[src/rtl/riscv_ctrl_pkg.sv]
// Shared definitions for the load/run sequencer: FSM state encoding and
// bit positions of the status word exposed through the slave register map.
package riscv_ctrl_pkg;

    typedef enum logic [2:0] {
        ST_IDLE  = 3'd0,
        ST_CLEAR = 3'd1,
        ST_LOAD  = 3'd2,
        ST_RUN   = 3'd3,
        ST_DONE  = 3'd4
    } state_t;

    // Status register bit positions as seen by software
    localparam int STAT_BUSY_BIT      = 0;
    localparam int STAT_DONE_BIT      = 1;
    localparam int STAT_START_IGN_BIT = 2;

endpackage

[src/rtl/riscv_sync_fifo.sv]
// Single-clock FIFO for instruction words. Head word is visible on pop_data
// while not empty; flush empties the buffer and overrides push/pop.
module riscv_sync_fifo #(
    parameter int  DATA_W     = 32,
    parameter int  FIFO_DEPTH = 8,
    localparam int PTR_W      = $clog2(FIFO_DEPTH),
    localparam int LVL_W      = PTR_W + 1
) (
    input  logic              clk,
    input  logic              rst_n,
    input  logic              push,
    input  logic [DATA_W-1:0] push_data,
    input  logic              pop,
    output logic [DATA_W-1:0] pop_data,
    input  logic              flush,
    output logic              full,
    output logic              empty,
    output logic [LVL_W-1:0]  level
);

    logic [DATA_W-1:0] mem [FIFO_DEPTH];
    logic [PTR_W-1:0]  wr_ptr;
    logic [PTR_W-1:0]  rd_ptr;
    logic              do_push;
    logic              do_pop;

    assign full     = (level == LVL_W'(FIFO_DEPTH));
    assign empty    = (level == '0);
    assign do_push  = push && !full && !flush;
    assign do_pop   = pop && !empty && !flush;
    assign pop_data = mem[rd_ptr];

    // Pointer and occupancy bookkeeping; pointers wrap naturally (power-of-2 depth)
    always_ff @(posedge clk or negedge rst_n) begin
        if (!rst_n) begin
            wr_ptr <= '0;
            rd_ptr <= '0;
            level  <= '0;
        end else if (flush) begin
            wr_ptr <= '0;
            rd_ptr <= '0;
            level  <= '0;
        end else begin
            if (do_push) wr_ptr <= wr_ptr + PTR_W'(1);
            if (do_pop)  rd_ptr <= rd_ptr + PTR_W'(1);
            level <= level + LVL_W'(do_push) - LVL_W'(do_pop);
        end
    end

    // Storage array, no reset needed
    always_ff @(posedge clk) begin
        if (do_push) mem[wr_ptr] <= push_data;
    end

endmodule

[src/rtl/riscv_load_run_ctrl.sv]
// Load/run sequencer: buffers host instruction words, then on start clears
// instruction memory, writes the buffered words, and runs the core.
module riscv_load_run_ctrl
    import riscv_ctrl_pkg::*;
#(
    parameter int  DATA_W     = 32,
    parameter int  ADDR_W     = 32,
    parameter int  FIFO_DEPTH = 8,
    parameter int  CLR_CYCLES = 4,
    parameter int  ADDR_STEP  = 4,
    localparam int LVL_W      = $clog2(FIFO_DEPTH) + 1,
    localparam int CLR_W      = $clog2(CLR_CYCLES + 1)
) (
    input  logic              s00_axi_aclk,
    input  logic              s00_axi_aresetn,
    input  logic              word_valid,
    input  logic [DATA_W-1:0] word_data,
    output logic              word_ready,
    input  logic              start,
    input  logic              abort,
    input  logic [15:0]       cfg_num_words,
    input  logic [ADDR_W-1:0] cfg_base_addr,
    input  logic [31:0]       cfg_run_cycles,
    output logic              mem_reset_n,
    output logic              run_pc_in,
    output logic              instruction_write,
    output logic [DATA_W-1:0] instruction_data,
    output logic [ADDR_W-1:0] instruction_addr,
    output logic              busy,
    output logic              done,
    output logic              start_ignored,
    output logic [LVL_W-1:0]  fifo_level,
    output logic [2:0]        state_o,
    output logic [31:0]       run_count
);

    state_t            state, state_nx;
    logic [CLR_W-1:0]  clr_cnt;
    logic [15:0]       num_words_q;
    logic [15:0]       pop_cnt;
    logic [ADDR_W-1:0] load_addr;
    logic [31:0]       run_cycles_q;
    logic              fifo_full, fifo_empty, fifo_pop;
    logic [DATA_W-1:0] fifo_head;
    logic              start_ok, start_busy, run_last;

    assign word_ready = !fifo_full;
    assign state_o    = state;

    riscv_sync_fifo #(
        .DATA_W     (DATA_W),
        .FIFO_DEPTH (FIFO_DEPTH)
    ) u_fifo (
        .clk       (s00_axi_aclk),
        .rst_n     (s00_axi_aresetn),
        .push      (word_valid),
        .push_data (word_data),
        .pop       (fifo_pop),
        .pop_data  (fifo_head),
        .flush     (abort),
        .full      (fifo_full),
        .empty     (fifo_empty),
        .level     (fifo_level)
    );

    // Next-state and per-cycle control; abort overrides everything
    always_comb begin
        state_nx   = state;
        start_ok   = 1'b0;
        start_busy = 1'b0;
        fifo_pop   = 1'b0;
        run_last   = 1'b0;
        if (abort) begin
            state_nx = ST_IDLE;
        end else begin
            case (state)
                ST_IDLE, ST_DONE: begin
                    if (start) begin
                        start_ok = 1'b1;
                        state_nx = ST_CLEAR;
                    end
                end
                ST_CLEAR: begin
                    start_busy = start;
                    if (clr_cnt == CLR_W'(1))
                        state_nx = (num_words_q != 16'd0) ? ST_LOAD : ST_RUN;
                end
                ST_LOAD: begin
                    start_busy = start;
                    // all words popped: this cycle shows the final write
                    if (pop_cnt == num_words_q) state_nx = ST_RUN;
                    else                        fifo_pop = !fifo_empty;
                end
                ST_RUN: begin
                    start_busy = start;
                    if (run_cycles_q != 32'd0 && run_count == run_cycles_q - 32'd1) begin
                        run_last = 1'b1;
                        state_nx = ST_DONE;
                    end
                end
                default: state_nx = ST_IDLE;
            endcase
        end
    end

    // State register
    always_ff @(posedge s00_axi_aclk or negedge s00_axi_aresetn) begin
        if (!s00_axi_aresetn) state <= ST_IDLE;
        else                  state <= state_nx;
    end

    // Registered outputs, config latches and counters
    always_ff @(posedge s00_axi_aclk or negedge s00_axi_aresetn) begin
        if (!s00_axi_aresetn) begin
            mem_reset_n       <= 1'b0;
            run_pc_in         <= 1'b0;
            busy              <= 1'b0;
            instruction_write <= 1'b0;
            instruction_data  <= '0;
            instruction_addr  <= '0;
            done              <= 1'b0;
            start_ignored     <= 1'b0;
            run_count         <= '0;
            clr_cnt           <= '0;
            num_words_q       <= '0;
            pop_cnt           <= '0;
            load_addr         <= '0;
            run_cycles_q      <= '0;
        end else begin
            mem_reset_n       <= (state_nx != ST_CLEAR);
            run_pc_in         <= (state_nx == ST_RUN);
            busy              <= (state_nx == ST_CLEAR) || (state_nx == ST_LOAD) || (state_nx == ST_RUN);
            instruction_write <= fifo_pop;
            if (fifo_pop) begin
                instruction_data <= fifo_head;
                instruction_addr <= load_addr;
                load_addr        <= load_addr + ADDR_W'(ADDR_STEP);
                pop_cnt          <= pop_cnt + 16'd1;
            end
            if (state == ST_CLEAR) clr_cnt <= clr_cnt - CLR_W'(1);
            if (state == ST_RUN && !abort) run_count <= run_count + 32'd1;
            if (start_busy) start_ignored <= 1'b1;
            if (run_last)   done <= 1'b1;
            if (abort)      done <= 1'b0;
            if (start_ok) begin
                num_words_q   <= cfg_num_words;
                load_addr     <= cfg_base_addr;
                run_cycles_q  <= cfg_run_cycles;
                clr_cnt       <= CLR_W'(CLR_CYCLES);
                pop_cnt       <= '0;
                run_count     <= '0;
                done          <= 1'b0;
                start_ignored <= 1'b0;
            end
        end
    end

endmodule

[config.mk]
export PLATFORM = sky130hd
export DESIGN_NAME = riscv_load_run_ctrl
export DESIGN_NICKNAME = d
export VERILOG_FILES = /design/src/rtl/riscv_ctrl_pkg.sv /design/src/rtl/riscv_sync_fifo.sv /design/src/rtl/riscv_load_run_ctrl.sv
export SDC_FILE = /design/constraint.sdc
export NUM_CORES = 1
export LEC_CHECK = 0
export ABC_CLOCK_PERIOD_IN_PS = 4800
export BUFFER_PORTS_ARGS = -buffer_cell sky130_fd_sc_hd__buf_2
export CORE_ASPECT_RATIO = 2
export CORE_MARGIN = 4
export CORE_UTILIZATION = 59
export DETAILED_ROUTE_END_ITERATION = 12
export PLACE_DENSITY = 0.8
export SYNTH_ARGS = -nofsm -noshare
export SYNTH_HDL_FRONTEND = slang
export SYNTH_HIERARCHICAL = 1
export SYNTH_SLANG_ARGS = --single-unit
[constraint.sdc]
create_clock -name s00_axi_aclk -period 4.8 [get_ports s00_axi_aclk]
set_input_delay 0.24 -clock s00_axi_aclk [delete_from_list [all_inputs] [get_ports s00_axi_aclk]]
set_output_delay 0.24 -clock s00_axi_aclk [all_outputs]
set_load 0.01 [all_outputs]
==> reports/summary.txt <==
LAYOUT
------------------------------------------------------------------------------------
FILL cells ............................................................         2208
Area of all placed cells without fillers ..............................  24650 sq um
Number of nets in the layout ..........................................         2083
Layout Cells excl Fill ................................................         2427
Fraction of layout cells with a size suffix above 1 ...................       0.2238
Layout Area Growth over Synthesis .....................................       20.20%

FLOORPLANNING
------------------------------------------------------------------------------------
Die footprint .........................................................  37990 sq um
Site Rows .............................................................           96
Total I/O pin count ...................................................          227
Starting utilization of the core area .................................       0.5970
Core region area ......................................................  34350 sq um
Die Height ............................................................ 271.7 microns
Die width ............................................................. 139.8 microns

TIMING
------------------------------------------------------------------------------------
Final count of negative-setup-slack endpoints .........................            0
Hold Slack ............................................................     28.31 ps
Final worst-path cycle share ..........................................       0.7744
Max-slew violation count ..............................................            0
Min Tclk post-route ...................................................      3717 ps
Slew at the pin with the worst max-slew slack .........................      1122 ps
Number of hold-slack violations in the final timing report ............            0
Maximum clock frequency ...............................................   0.2690 GHz
Slew HR ...............................................................       0.2518
Setup_tns .............................................................         0 ps
Setup repair after global routing missed its margin ...................           no
Final Skew ............................................................     18.89 ps

CTS
------------------------------------------------------------------------------------
Cts bufs inserted .....................................................           41
Clock tree from TritonCTS .............................................         done
Total clock sinks .....................................................          470
Largest buffer count on any clock path ................................            3
Register clock-pin slew on the reported worst setup and hold paths ....        70 ps
PostCTS Resize Cnt ....................................................            0
Root buffer cell ...................................................... sky130_fd_sc_hd__clkbuf_16
Skew-Pair Late Insertion Delay ........................................       550 ps
CTS H-tree depth ......................................................            2

PLACED DESIGN
------------------------------------------------------------------------------------
Placed insts ..........................................................         2237
Routability-driven placement congestion ratio .........................       0.9604
Half-perimeter wire length after detailed placement ...................     33.12 mm
Count of buffers inserted at the top-level ports ......................          226
Placed Instance Area ..................................................  22070 sq um

YOSYS
------------------------------------------------------------------------------------
Synthesized flop and latch total ......................................          470
Synth warn ............................................................            6
Post-Syn Area .........................................................  20510 sq um
Post-Syn Area per Cell ................................................  12.63 sq um
Prevailing post-synth register cell ................................... sky130_fd_sc_hd__edfxtp_1
Number of standard cells after synthesis ..............................         1624
Proportion of synthesized flip-flops having asynchronous set or reset .       0.4553
Synthesized netlist net count .........................................         1756
Sequential-to-total area share from yosys stat ........................       0.6359
Number of synthesized flops with an enable pin ........................          256
Yosys cell types ......................................................           72

ROUTE
------------------------------------------------------------------------------------
Number of antenna-violating nets in the routed design .................            0
Post-detailed-route wirelength per cell ............................... 21.72 microns
Initial DRC count .....................................................          961
Total routed wirelength ...............................................     52.71 mm
Average via count per standard cell ...................................        5.903
Via count .............................................................       14.33k
Total DRC errors in the routed layout .................................            0
Number of iterations in the first detailed-routing pass ...............            5

RUN
------------------------------------------------------------------------------------
Reported max-cap violation count ......................................            0

CRITICAL PATH
------------------------------------------------------------------------------------
Nature of the critical path startpoint ................................         flop
Number of cells on the worst reg-to-reg path ..........................           10
Sort of element at the end of the critical path .......................         flop
Endpoint of the worst-slack reg-to-reg timing path ....................   state_o[2]
R2R Setup Slk .........................................................      1080 ps
Signal arrival time at the worst endpoint .............................      4190 ps
Worst-path fanout max .................................................           11
CP required ...........................................................      5280 ps
Worst Path Class, Setup ...............................................      reg2reg
Start of the worst register-to-register path .......................... run_cycles_q[0]

GLOBAL ROUTE
------------------------------------------------------------------------------------
Number of global-route vias before repair .............................       15.20k
Number of antenna violations at the first check in global routing .....            3
Total Routing Usage GR ................................................       0.2776
Global-route wire length before repair ................................     82.47 mm
Overflow after GRT ....................................................            0
Maximum number of pins on one net before global-route repair ..........          112

OUTCOME
------------------------------------------------------------------------------------
Outcome ............................................................... complete, no violations

POWER
------------------------------------------------------------------------------------
Pleak .................................................................     10.20 nW
Peak supply drop ......................................................    0.4103 mV
Post-layout total power ...............................................    0.01018 W
Pwr dens .............................................................. 413.1 nW/um^2

HOLD PATH
------------------------------------------------------------------------------------
Hold Path Depth .......................................................            3
Hold worst-path end ................................................... u_fifo/wr_ptr[1]
Tightest Hold Check Type ..............................................       in2reg
Hold path startpoint ..................................................   word_valid

## per-layer routing
layer	vias up	part of all wire	wire length [microns]	GRT usage
li1	6439	-	-	-
met2	578	0.55	29180	0.5176
met5	-	0.00036	19	0
met1	7131	0.34	17850	0.2993
met3	176	0.050	2616	0.03825
met4	2	0.058	3033	0.1501
## sequential cells by signal (all words and copies together) (netlist names)
signal             cells
load_addr             32
run_count             32
state_o                3
busy                   1
instruction_write      1
u_fifo/mem           256
run_cycles_q          32
instruction_data      32
u_fifo/level           4
mem_reset_n            1
u_fifo/rd_ptr          3
start_ignored          1
pop_cnt               16
done                   1
run_pc_in              1
num_words_q           16
instruction_addr      32
u_fifo/wr_ptr          3
clr_cnt                3
## synth_stat cells, drive strengths merged, types with 14 or more instances
cell | number | share of area
o21ai | 55 | 0.014
nor4 | 17 | 0.0070
mux2 | 33 | 0.018
xnor2 | 53 | 0.023
inv | 28 | 0.0051
mux4 | 64 | 0.071
xor2 | 57 | 0.024
buf | 18 | 0.0067
edfxtp | 256 | 0.37
and3 | 17 | 0.0052
dfrtp | 214 | 0.26
or3 | 23 | 0.0075
nor2 | 84 | 0.015
a21oi | 33 | 0.0081
clkbuf | 59 | 0.011
ha | 14 | 0.0085
nand2 | 402 | 0.074
nand3 | 33 | 0.0081
nand4 | 27 | 0.0085
nor3 | 25 | 0.0067
## cells by family after synthesis
| group | share of synthesized area |
|---|---|
| multiplexers | 0.09023 |
| XOR/XNOR | 0.04697 |
| flip-flops | 0.6359 |
| buffers and inverters | 0.02282 |
| AND/OR/NAND/NOR | 0.1512 |
| adder cells (fa/ha/maj) | 0.009517 |
| AO/OA/AOI/OAI | 0.04338 |
## how the worst max path moves through the flow
stage / start / to / depth (start not counted)
floorplan: u_fifo/level[2] / u_fifo/mem[0][0] / 6
global route: run_cycles_q[0] / state_o[2] / 10
CTS: run_cycles_q[0] / state_o[2] / 10
detailed placement: run_cycles_q[0] / state_o[2] / 10
global placement: run_cycles_q[0] / state_o[2] / 10
finish: run_cycles_q[0] / state_o[2] / 10
## per-stage QoR
stage | worst slack (ps) | util
finish | 1083 | 0.7177
detailed placement | 1194 | 0.6425
global route | 942.3 | 0.7177
CTS | 1180 | 0.7175
global placement | 1297 | 0.6425
floorplan | 735.0 | -
## report_power, final
part	switching (W)	total (W)	internal, W
combinational	0.000904	0.00156	0.000658
clock	0.00149	0.00354	0.00205
sequential	0.000394	0.00508	0.00469
## critical path, cell delays in order, from the launching register on
cell                       delay, ps
sky130_fd_sc_hd__dfrtp_1         430
sky130_fd_sc_hd__inv_1           100
sky130_fd_sc_hd__ha_1            210
sky130_fd_sc_hd__or4b_1          680
sky130_fd_sc_hd__or4_1           640
sky130_fd_sc_hd__nor4_1          270
sky130_fd_sc_hd__a311oi_1         90
sky130_fd_sc_hd__a211oi_1        410
sky130_fd_sc_hd__nand4_2         210
sky130_fd_sc_hd__or4_4           520
sky130_fd_sc_hd__o21ai_2          70
## area by class of cell
class,count,area (sq um),area share
antenna,2,5.005,0.0002030
multi-input combinational,1048,7038,0.2855
inverter,29,108.9,0.004415
sequential,470,13050,0.5292
timing repair buffer,361,2447,0.09927
clock inverter,27,349.1,0.01416
tap,441,551.8,0.02238
clock buffer,49,1106,0.04486
## cell usage in the layout, fill, tap and decap left out, drive strengths merged, types with 23 or more instances in the layout
cell | netlist | layout
dfrtp | 214 | 214
nand4 | 27 | 27
o21ai | 55 | 55
or3 | 23 | 23
mux2 | 33 | 33
nor2 | 84 | 84
inv | 28 | 32
clkbuf | 59 | 49
dlygate4sd3 | 0 | 112
xor2 | 57 | 57
nand3 | 33 | 33
a21oi | 33 | 33
buf | 18 | 249
mux4 | 64 | 64
nand2 | 402 | 402
edfxtp | 256 | 256
nor3 | 25 | 25
xnor2 | 53 | 53
## what timing repair did
item,in CTS,in global routing
hold buffers,112,0
endpoints found under the hold margin,445,0
setup buffers,0,0
Note: power is estimated with default switching activity, not from simulation.
